===== config.mk =====
export PLATFORM = sky130hd
export DESIGN_NAME = uart_alu_sequencer
export DESIGN_NICKNAME = d
export VERILOG_FILES = /design/src/rtl/uart_alu_sequencer.sv
export SDC_FILE = /design/constraint.sdc
export NUM_CORES = 1
export LEC_CHECK = 0
export ABC_AREA = 0
export BUFFER_PORTS_ARGS = -buffer_cell sky130_fd_sc_hd__clkbuf_2
export CAP_MARGIN = 20
export CORE_MARGIN = 8
export CORE_UTILIZATION = 48
export DETAILED_ROUTE_END_ITERATION = 10
export PLACE_DENSITY = 0.76
export SETUP_SLACK_MARGIN = 0.15
export SLEW_MARGIN = 10
export SYNTH_ARGS = -nofsm -noshare
export SYNTH_HDL_FRONTEND = slang
export SYNTH_SLANG_ARGS = --single-unit

===== constraint.sdc =====
create_clock -name i_clock -period 1.5 [get_ports i_clock]
set_input_delay 0.075 -clock i_clock [delete_from_list [all_inputs] [get_ports i_clock]]
set_output_delay 0.075 -clock i_clock [all_outputs]
set_load 0.005 [all_outputs]

===== src/rtl/uart_alu_sequencer.sv =====
// uart_alu_sequencer: gathers A, B and opcode bytes from the UART receiver, runs the ALU and starts the transmitter
module uart_alu_sequencer #(
    parameter int NB_DATA        = 8,
    parameter int NB_OP          = 6,
    parameter int TIMEOUT_CYCLES = 1000000,
    parameter int NB_TIMEOUT     = 20
) (
    input  logic               i_clock,
    input  logic               i_reset,
    input  logic [NB_DATA-1:0] i_rx_data,
    input  logic               i_rx_done,
    input  logic               i_rx_frame_valid,
    output logic [NB_DATA-1:0] o_alu_a,
    output logic [NB_DATA-1:0] o_alu_b,
    output logic [NB_OP-1:0]   o_alu_op,
    input  logic [NB_DATA-1:0] i_alu_result,
    output logic [NB_DATA-1:0] o_tx_data,
    output logic               o_tx_start,
    input  logic               i_tx_done,
    output logic               o_busy,
    output logic               o_error,
    output logic               o_overrun
);
    typedef enum logic [2:0] {WAIT_A, WAIT_B, WAIT_OP, EXEC, SEND, WAIT_TX} state_t;
    state_t state, state_next;
    logic [NB_TIMEOUT-1:0] timer;
    logic accepted, bad, receiving, busy_state, timeout;
    logic busy_next, start_next, error_next, overrun_next;
    assign accepted   = i_rx_done & i_rx_frame_valid;
    assign bad        = i_rx_done & ~i_rx_frame_valid;
    assign receiving  = state inside {WAIT_A, WAIT_B, WAIT_OP};
    assign busy_state = ~receiving;
    assign timeout    = (state inside {WAIT_B, WAIT_OP}) && timer == NB_TIMEOUT'(TIMEOUT_CYCLES - 1);
    always_ff @(posedge i_clock) begin
        if (!i_reset) begin
            state      <= WAIT_A;
            timer      <= '0;
            o_alu_a    <= '0;
            o_alu_b    <= '0;
            o_alu_op   <= '0;
            o_tx_data  <= '0;
            o_tx_start <= 1'b0;
            o_busy     <= 1'b0;
            o_error    <= 1'b0;
            o_overrun  <= 1'b0;
        end else begin
            state      <= state_next;
            timer      <= (state_next != state) ? '0 :
                          ((state inside {WAIT_B, WAIT_OP}) && timer != '1) ? timer + 1'b1 : timer;
            if (state == WAIT_A && accepted) o_alu_a <= i_rx_data;
            if (state == WAIT_B && accepted) o_alu_b <= i_rx_data;
            if (state == WAIT_OP && accepted) o_alu_op <= i_rx_data[NB_OP-1:0];
            if (state == EXEC) o_tx_data <= i_alu_result;
            o_tx_start <= start_next;
            o_busy     <= busy_next;
            o_error    <= error_next;
            o_overrun  <= overrun_next;
        end
    end
    always_comb begin
        state_next = state;
        case (state)
            WAIT_A:  state_next = accepted ? WAIT_B : WAIT_A;
            WAIT_B:  state_next = accepted ? WAIT_OP : (bad || timeout) ? WAIT_A : WAIT_B;
            WAIT_OP: state_next = accepted ? EXEC : (bad || timeout) ? WAIT_A : WAIT_OP;
            EXEC:    state_next = SEND;
            SEND:    state_next = WAIT_TX;
            WAIT_TX: state_next = i_tx_done ? WAIT_A : WAIT_TX;
            default: state_next = WAIT_A;
        endcase
    end
    // an accepted byte beats a timeout landing on the same edge
    always_comb begin
        busy_next    = state_next inside {EXEC, SEND, WAIT_TX};
        start_next   = state_next == SEND;
        error_next   = receiving && (bad || (timeout && !accepted));
        overrun_next = busy_state && i_rx_done;
    end
endmodule


# After elaboration in Yosys (flattened, before gate mapping)
# Cells that the tools add are included.
[word_totals]
word_cells = 50
register_bits = 57
inputBits = 21
out_inout_bits = 34
[op_classes]
bitwise = 5
n_addsub = 1
n_reduce_logical = 16
eq_ne = 11
n_mux = 7
[op_table]
columns = ["op", "n"]
rows = [
  ["$add 20x1->20 const B", 1],
  ["$eq 20x20->1 const B", 1],
  ["$ne 20x20->1 const B", 1],
  ["$pmux 3 s6", 1],
  ["$eq 3x3->1 const B", 4],
  ["$eq 3x2->1 const B", 3],
  ["$logic_and 1x1->1", 8],
  ["$mux 2", 3],
  ["$reduce_bool 3->1", 2],
  ["$eq 3x1->1 const B", 1],
  ["$logic_not 3->1", 1],
  ["$mux 3", 1],
  ["$ne 3x3->1", 1],
  ["$not 1->1", 3],
  ["$and 1x1->1", 2],
  ["$logic_or 1x1->1", 2],
  ["$mux 1", 2],
  ["$reduce_bool 2->1", 1],
  ["$reduce_or 2->1", 1],
  ["$logic_not 1->1", 1],
]

# Logic depth before layout (Yosys ltp)
# Gate-level depths: netlist (run 1).
[logic_depth]
depth_word = 9
ltp_mapped = 7
mapped_depth_nobuf = 6

# Worst setup path after synthesis (run 1)
# OpenSTA, ideal clock, no wires.
[synth_timing]
path_kind = "register to register"
from = "reg state[1]"
to = "reg timer[9]"
period_less_slack_ns = 1.636
stages_incl_launch_ff = 8
setup_slack_ns = -0.136
n_path_buf = 2
arrival_ns = 1.521
setup_ns = 0.115
required_time_ns = 1.385
cell_sequence = "dfxtp_1 -> buf_4 -> xnor2_2 -> nor3b_4 -> nand4b_1 -> a41oi_2 -> buf_6 -> o21ba_1"
[synth_between]
elab_chain_cells = 9
elab_cells_between_ends = 17
cone_classes = "eq/ne (6); mux (5); reduce/logical (6)"
[synth_lines]
columns = ["element", "line", "text"]
rows = [
  ["start: declaration", "25", "state_t state, state_next;"],
  ["start signal: assignment", "47", "state <= state_next;"],
  ["$eq 3x1->1 or $eq 3x2->1 (tied branches)", "33, 49, 62", ""],
  ["$reduce_bool 2->1", "33, 49", ""],
  ["$logic_and 1x1->1", "33", "assign timeout = (state inside {WAIT_B, WAIT_OP}) && timer == NB_TIMEOUT'(TIMEOUT_CYCLES - 1);"],
  ["$logic_or 1x1->1", "64, 65", ""],
  ["$mux 1 or $mux 2 (tied branches)", "64, 65", ""],
  ["$mux 2 (on tied branches)", "64, 65", ""],
  ["$pmux 3 s6", "62", "case (state)"],
  ["$ne 3x3->1", "48", "timer <= (state_next != state) ? '0 :"],
  ["$reduce_or 2->1 (no line)", "-", ""],
  ["end signal: assignment", "48", ""],
  ["end: declaration", "26", "logic [NB_TIMEOUT-1:0] timer;"],
]
# Parallel ways exist; a longest one is shown, timed or not.
# A chain may end at the register's enable or synchronous reset.

# Worst setup path after layout (run 1)
[layout_timing]
from = "reg timer[2]"
to = "reg timer[9]"
[layout_between]
elab_chain_cells = 8
elab_cells_between_ends = 13
cone_classes = "add/sub (1); eq/ne (3); mux (5); reduce/logical (4)"
[layout_lines]
columns = ["element", "line"]
rows = [
  ["$eq 20x20->1", "33"],
  ["$logic_and 1x1->1", "33"],
  ["$logic_or 1x1->1", "64, 65"],
  ["$mux 1 or $mux 2 (tied branches)", "64, 65"],
  ["$mux 2 (on tied branches)", "64, 65"],
  ["$pmux 3 s6", "62"],
  ["$ne 3x3->1", "48"],
  ["$reduce_or 2->1 (no line)", "-"],
]
# Parallel ways exist; a longest one is shown, timed or not.

==> results.cfg, run 1 <==
[status]
outcome = finished with violations
violations = setup timing

[critical_path]
crit_fanout = 5
critical_path_arrival_ns = 1.80
crit_chain = and3_4 > buf_4 > and3_1 > nand4b_1 > a41oi_2 > buf_6 > o21ba_1
worstPathRequired_ns = 1.73
slowest_stage = dfxtp_2
critPathMaxStageDelay_ns = 0.35
endpoint_kind = flip-flop
startpoint_type = flip-flop
crit_type = flip-flop to flip-flop

[global_routing]
grt_pass1_wl_um = 11300
grt_max_degree = 16
grt_overflow = 0
grt_pass1_vias = 2467
grt_usage_pct = 18.2
antenna_found_initial = 0

[floorplan]
initial_core_util_pct = 49.9
core_um2 = 5140
die_x_um = 89.1
io_pins = 55
die_h_um = 89.1
dieArea_um2 = 7930
placementRows = 26

[routing]
firstDrtPassIters = 4
ant_nets = 0
wire_per_inst_um = 15.0
drtIter0Drc = 98
via_per_inst = 5.22
drcViolationCount = 0
wl_um = 6980
dr_total_vias = 2423

[final_layout]
drive_gt1_share_pct = 43.1
mostFrequentLayoutCells = clkbuf_2, buf_4, dfxtp_1, nand2_1, nor2_1
fillers = 377
final_common_cell = clkbuf_2
area_growth_pct = 50.0
fin_util_pct = 74.8
antenna-diode-count = 0
nNetsFinal = 411

[clocking]
tritoncts = done
cts.sinks = 57
cts_root_buffer = clkbuf_8
clkSlewWorstSetupHoldPaths_ns = 0.07
numCtsBuffers = 9
cts.htree.levels = 3
cts.path.max_buffers = 2
clock_latency_ns = 0.34

[timing]
fmax_mhz = 638
hold_viol = 0
slew_viol_final = 0
setup_viol = 19
clock_skew_ns = 0.00864
tightest_slew_ns = 0.362
period_minus_slack_ns = 1.57
setup-tns-final_ns = -0.784
min_period_over_period_pct = 104
finalWorstSetupSlack_ns = -0.0662
rsz0062_at_grt = yes
slew_headroom_pct = 75.8

[logic_synthesis]
syn-cell-area_um2 = 2560
ys.flop_type = dfxtp_1
ys_seq_area_share_pct = 44.5
synthArstFlopShare_pct = 0
synth-seq-cells = 57
synth_nets = 297
synth.distinct_cells = 47
syn_area_per_cell_um2 = 9.32
synthCells = 275
yosys_warnings = 0
synth_edf_count = 0

[power]
powerDensity_nw_per_um2 = 873
power_mw = 3.36
p_leak_nw = 1.58
vdd_drop_max_v = 0.000658

[placement]
io_buffers = 54
pre_cts_ws_ns = -0.190
dp_hpwl_um = 4550
gp_congestion = 0.832

[worst_hold_path]
min_path_type = input port to flip-flop

[run]
maxCapViolCount = 0
-- area by class of cell --
cell class	count	area [µm²]	share of cell area (%)
clock buffer	12	165	4.30
clock inverter	4	50.0	1.30
inverter	1	3.75	0.0976
multi-input combinational	204	1580	41.1
sequential	57	1170	30.4
tap	70	87.6	2.28
timing repair buffer	116	790	20.5
-- registers in the layout, summed over array words and instances (netlist names) --
register    flops
timer          20
o_alu_b         8
o_tx_data       8
state           3
o_overrun       1
o_error         1
o_alu_op        6
o_tx_start      1
o_busy          1
o_alu_a         8
-- layer usage --
metal	wire length (µm)	vias up	global-route usage, %	share of wire (%)
li1	-	1196	-	-
met1	2930	1144	19.9	42
met4	106	0	6.80	1.5
met3	435	11	5.33	6.2
met5	0	-	0	0
met2	3510	72	32.5	50
-- per-stage QoR --
step	instances	hold slack (ns)	instance area [µm²]
detailed placement	430	0.316	3220
global placement	430	0.307	3220
global route	464	0.0126	3840
finish	464	0.0209	3840
floorplan	275	0.191	2610
CTS	462	0.00220	3740
-- report_power, final --
group | switching (mW) | internal, mW
clock network | 0.603 | 0.899
registers | 0.0185 | 1.53
logic | 0.146 | 0.156
-- critical path, delay by kind of cell (launching register included) --
kind            cells  cell delay [ns]
compound gates      2             0.36
flops               1             0.35
buf+inv             2             0.26
simple gates        3             0.47
-- cell usage after synthesis, types with 3 or more instances --
cell type,n,share of area [%]
dfxtp_1,57,45
nand2_1,33,4.8
nor2_1,23,3.4
nor2b_1,19,4.6
mux2i_1,17,6.6
xor2_1,16,5.5
a21boi_0,14,4.1
nand3_1,12,2.3
and3_1,10,2.4
nand4_1,8,2.0
clkbuf_1,7,1.0
and2_1,4,0.98
nor3_1,4,0.78
a21oi_1,3,0.59
buf_2,3,0.59
nor4b_1,3,1.0
o2111ai_1,3,1.0
o21ai_0,3,0.59
-- logic make-up after synthesis --
logic type / after synthesis / share of synthesized area, %
XOR/XNOR: 17 / 6.10
multiplexers: 17 / 6.64
AND/OR/NAND/NOR: 132 / 28.7
adder cells (fa/ha/maj): 1 / 0.488
buffers and inverters: 14 / 2.78
flip-flops: 57 / 44.5
AO/OA/AOI/OAI: 37 / 10.8
-- path summary, 6_finish.rpt --
path	end	from	cells past startpoint	slack [ns]
min reg2reg	o_alu_op[4]$_SDFFE_PN0P_	o_alu_op[4]$_SDFFE_PN0P_	2	0.46
min	o_alu_op[4]$_SDFFE_PN0P_	i_rx_data[4]	3	0.02
max	timer[9]$_SDFFE_PP0P_	timer[2]$_SDFFE_PP0P_	7	-0.07
max reg2reg	timer[9]$_SDFFE_PP0P_	timer[2]$_SDFFE_PP0P_	7	-0.07
-- what timing repair did --
action | 4_1_cts | 5_1_grt
gates resized for setup | 43 | 21
pin swaps | 15 | 5
setup endpoints to repair | 49 | 49
cloned | 1 | 0
hold buffers | 10 | 0
setup buffers | 5 | 2
hold endpoints to repair | 10 | 0
No activity file was read; power rests on OpenSTA's default activity.
==> inputs of run 2 (changes only) <==
CORE_MARGIN = 10   (was 8)
SKIP_LAST_GASP = 1   (was default)
==> results.cfg, run 2 (synthesis results as in run 1) <==
[status]
outcome = finished with violations
violations = setup timing

[placement]
dp_hpwl_um = 4770
pre_cts_ws_ns = -0.170
gp_congestion = 0.825
io_buffers = 54
placedCellCount = 441

[global_routing]
grt_usage_pct = 16.9
antenna_found_initial = 0
grt_pass1_vias = 2493
grt_overflow = 0
grt_pass1_wl_um = 12000
grt_max_degree = 24

[routing]
drcViolationCount = 0
firstDrtPassIters = 4
ant_nets = 0
via_per_inst = 5.23
wl_um = 7290
wire_per_inst_um = 15.6
drtIter0Drc = 142
dr_total_vias = 2443

[power]
swShare_pct = 25.1
internal-power_mw = 2.33
clkPwrFrac_pct = 40.3
pwr-share-comb_pct = 9.6
p_sw_mw = 0.782
power_mw = 3.12
seq_power_share_pct = 50.0
vdd_drop_max_v = 0.000537
powerDensity_nw_per_um2 = 820
p_leak_nw = 1.60

[timing]
period_minus_slack_ns = 1.62
tightest_slew_ns = 0.373
hold_viol = 0
setup_viol = 23
slew_viol_final = 0
min_period_over_period_pct = 108
slew_headroom_pct = 75.1
fmax_mhz = 618
finalWorstSetupSlack_ns = -0.117
clock_skew_ns = 0.0106
rsz0062_at_grt = yes
whs_ns = 0.00476

[clocking]
cts.sinks = 57
clkSlewWorstSetupHoldPaths_ns = 0.07
cts.path.max_buffers = 2
cts.htree.levels = 3
cts_root_buffer = clkbuf_8
tritoncts = done
numCtsBuffers = 9
clock_latency_ns = 0.34

[floorplan]
initial_core_util_pct = 49.9
core_um2 = 5140
placementRows = 26
dieArea_um2 = 8660
die_x_um = 93.1
die_h_um = 93.1
io_pins = 55

[final_layout]
area.sequential_um2 = 1160
final_common_cell = clkbuf_2
fillers = 386
antenna-diode-count = 0
top_register = timer
area_growth_pct = 48.2
multi_input_area_um2 = 1550
nNetsFinal = 414
final_cells = 467
fin_util_pct = 73.9
drive_gt1_share_pct = 43.6
mostFrequentLayoutCells = clkbuf_2, buf_4, dfxtp_1, nand2_1, nor2_1
largest_reg_flops = 20

[worst_hold_path]
min_path_type = input port to flip-flop
min_path_cells = 3

[run]
maxCapViolCount = 0

[critical_path]
crit_fanout = 12
worstPathRequired_ns = 1.74
critical_path_arrival_ns = 1.85
crit_chain = and4_4 > and2_1 > nand4b_1 > a41oi_2 > buf_12 > o21ba_1
r2r_cells = 6
endpoint_kind = flip-flop
crit_type = flip-flop to flip-flop
critPathMaxStageDelay_ns = 0.34
slowest_stage = dfxtp_1
startpoint_type = flip-flop
==> run 2: cell count changes in the layout (fill, tap and decap cells not counted), moves of 2 or more <==
cell and delta:
a21boi_0 +2, a21boi_1 -2, buf_4 +3, buf_6 +2
clkbuf_8 -2, clkinv_2 +2, dfxtp_4 -2, mux2i_1 -3
mux2i_2 +3, nor4b_4 -2
==> run 2: final timing paths <==
| kind | start | end | slack [ns] |
|---|---|---|---|
| min | i_rx_data[4] | o_alu_op[4]$_SDFFE_PN0P_ | 0.005 |
| min reg2reg | o_tx_data[7]$_SDFFE_PN0P_ | o_tx_data[7]$_SDFFE_PN0P_ | 0.46 |
| max reg2reg | timer[18]$_SDFFE_PP0P_ | timer[9]$_SDFFE_PP0P_ | -0.12 |
| max | timer[18]$_SDFFE_PP0P_ | timer[9]$_SDFFE_PP0P_ | -0.12 |
==> run 2: timing repair <==
action	CTS	global route
resized for setup	40	15
hold buffers	9	0
pin swaps	23	5
endpoints found under the setup margin	49	47
hold endpoints to repair	9	0
gates cloned	0	0
setup buffers	1	0
==> run 2: final cells by class <==
type | count | area share [%]
multi-input combinational | 204 | 40.9
sequential | 57 | 30.6
timing repair buffer | 119 | 21.6
clock buffer | 11 | 3.72
tap | 70 | 2.31
clock inverter | 5 | 0.824
inverter | 1 | 0.0988
==> run 2: worst max-delay path: cells and delay by family (launching register included) <==
family,cells,cell delay (ns)
AO/OA/AOI/OAI,2,0.44
flip-flops,1,0.34
AND/OR/NAND/NOR,3,0.56
buffers and inverters,1,0.17
==> run 2: through the flow <==
step,setup TNS (ns),cell area (µm²)
finish,-1.11,3800
detailed placement,-2.30,3310
floorplan,-0.342,2610
global route,-3.93,3800
CTS,-0.487,3730
global placement,-0.996,3310
==> run 2: power by group through the flow <==
stage | Combinational (mW) | Clock (mW) | Sequential, mW
final | 0.301 | 1.26 | 1.56
after global routing | 0.327 | 1.37 | 1.56
after CTS | 0.289 | 1.28 | 1.56
after detailed placement | 0.253 | 0 | 1.59
after global placement | 0.248 | 0 | 1.59
after floorplan | 0.140 | 0 | 1.59
==> run 2: per-layer routing <==
layer | global-route usage [%] | wire (µm) | part of all wire [%] | vias up
li1 | - | - | - | 1206
met3 | 6.95 | 420 | 5.8 | 8
met5 | 0 | 0 | 0 | -
met1 | 19.0 | 3100 | 43 | 1169
met4 | 5.01 | 78 | 1.1 | 0
met2 | 28.7 | 3690 | 51 | 60
==> inputs of run 3 (changes only) <==
BUFFER_PORTS_ARGS = default   (was -buffer_cell sky130_fd_sc_hd__clkbuf_2)
CORE_UTILIZATION = 56   (was 48)
DONT_BUFFER_PORTS = 1   (was default)
==> results.cfg, run 3 (synthesis results as in run 1) <==
[global_routing]
grt_pass1_vias = 2290
antenna_found_initial = 1
grt_pass1_wl_um = 11200
grt_max_degree = 36
grt_overflow = 0
grt_usage_pct = 18.3

[run]
maxCapViolCount = 0

[floorplan]
core_um2 = 4380
placementRows = 24
die_x_um = 87.6
initial_core_util_pct = 58.4
dieArea_um2 = 7680
die_h_um = 87.6
io_pins = 55

[placement]
pre_cts_ws_ns = -0.165
dp_hpwl_um = 4360
placedCellCount = 362
gp_congestion = 0.849
io_buffers = 0

[power]
clkPwrFrac_pct = 45.5
power_mw = 3.35
swShare_pct = 24.3
pwr-share-comb_pct = 8.0
p_sw_mw = 0.814
internal-power_mw = 2.54
vdd_drop_max_v = 0.000683
powerDensity_nw_per_um2 = 930
p_leak_nw = 1.36
seq_power_share_pct = 46.5

[final_layout]
nNetsFinal = 363
top_register = timer
fillers = 224
area_growth_pct = 40.7
final_cells = 399
mostFrequentLayoutCells = dfxtp_1, buf_4, nand2_1, nor2b_1, dlygate4sd3_1
largest_reg_flops = 20
drive_gt1_share_pct = 34.7
final_common_cell = dfxtp_1
fin_util_pct = 82.2

[critical_path]
slowest_stage = dfxtp_2
startpoint_type = flip-flop
critical_path_arrival_ns = 1.85
path_depth = 6
r2r_cells = 6
crit_type = flip-flop to flip-flop
crit_chain = nand4_1 > buf_4 > nor4bb_4 > nand4_1 > xor2_1 > nor2_2
critPathMaxStageDelay_ns = 0.36
crit_path_end = timer[18]$_SDFFE_PP0P_
timing.rr.start = timer[2]$_SDFFE_PP0P_
endpoint_kind = flip-flop
crit_path_frequent_cell = nand4_1
critPathBufInv = 1
r2r_end = timer[18]$_SDFFE_PP0P_
r2r_slack_ns = -0.11
worstPathRequired_ns = 1.74
cp_top_family = simple AND/OR/NAND/NOR gates
crit_fanout = 4
crit_path_start = timer[2]$_SDFFE_PP0P_

[routing]
wl_um = 7230
firstDrtPassIters = 4
drcViolationCount = 0
wire_per_inst_um = 18.1
dr_total_vias = 2295
ant_nets = 0
via_per_inst = 5.75
drtIter0Drc = 72

[status]
violations = setup timing
outcome = finished with violations

[timing]
hold_viol = 0
tightest_slew_ns = 0.920
rsz0062_at_grt = yes
min_period_over_period_pct = 108
setup-tns-final_ns = -1.52
slew_viol_final = 0
period_minus_slack_ns = 1.61
slew_headroom_pct = 38.7
clock_skew_ns = 0.00501
fmax_mhz = 620
finalWorstSetupSlack_ns = -0.113
setup_viol = 22

[clocking]
clkSlewWorstSetupHoldPaths_ns = 0.07
cts_root_buffer = clkbuf_8
tritoncts = done
cts.htree.levels = 3
cts.sinks = 57
numCtsBuffers = 9
clock_latency_ns = 0.35
cts.path.max_buffers = 2

[worst_hold_path]
min_path_type = input port to flip-flop
## run 3: cell types whose count changed in the layout (fill, tap and decap cells not counted), sizes merged
cell,previous run,this run
clkbuf,65,10
inv,1,2
clkinv,4,2
diode,0,1
bufinv,0,1
dlygate4sd3,9,18
clkinvlp,1,2
dlymetal6s4s,0,1
buf,56,49
## run 3: how the worst min path moves through the flow
stage                          from                   end  slack (ns)  cells past startpoint
after global routing      i_tx_done   state[2]$_SDFF_PN0_        0.02                      2
after CTS                 i_tx_done   state[2]$_SDFF_PN0_        0.03                      2
after detailed placement  i_rx_done  o_overrun$_SDFF_PN0_        0.20                      2
after global placement    i_rx_done  o_overrun$_SDFF_PN0_        0.20                      2
final                     i_tx_done   state[2]$_SDFF_PN0_        0.03                      2
after floorplan           i_rx_done  o_overrun$_SDFF_PN0_        0.19                      2
## run 3: power by group through the flow
stage,combinational (mW),clock [mW],sequential (mW)
finish,0.267,1.53,1.56
global placement,0.173,0,1.59
CTS,0.240,1.54,1.56
global route,0.290,1.63,1.56
detailed placement,0.176,0,1.59
floorplan,0.140,0,1.59
## run 3: cell type report
cell class	count	area [µm²]	area share (%)
inverters	1	3.75	0.104
flip-flops and latches	57	1160	32.2
well taps	52	65.1	1.80
repair buffers	68	576	16.0
multi-input cells	204	1590	44.0
clock inverters	6	63.8	1.77
clock buffers	10	149	4.13
diodes	1	2.50	0.0694
## run 3: repair_timing
action                                  CTS  global route
hold buffers                             19             0
endpoints found under the setup margin   49            51
endpoints found under the hold margin    37             0
resized for setup                        31            29
buffers inserted                          1             0
pin swaps                                14            18
## run 3: layer usage
metal / up-vias / global-route usage [%] / wire (µm)
met1: 1103 / 19.6 / 2700
met5: - / 0 / 0
met3: 18 / 7.99 / 566
met2: 75 / 30.7 / 3830
met4: 0 / 8.12 / 138
li1: 1099 / - / -
## run 3: per-stage QoR
| stage | area [µm²] | hold slack [ns] |
|---|---|---|
| CTS | 3480 | 0.0269 |
| finish | 3610 | 0.0262 |
| global route | 3610 | 0.0165 |
| floorplan | 2610 | 0.191 |
| detailed placement | 2960 | 0.198 |
| global placement | 2960 | 0.199 |
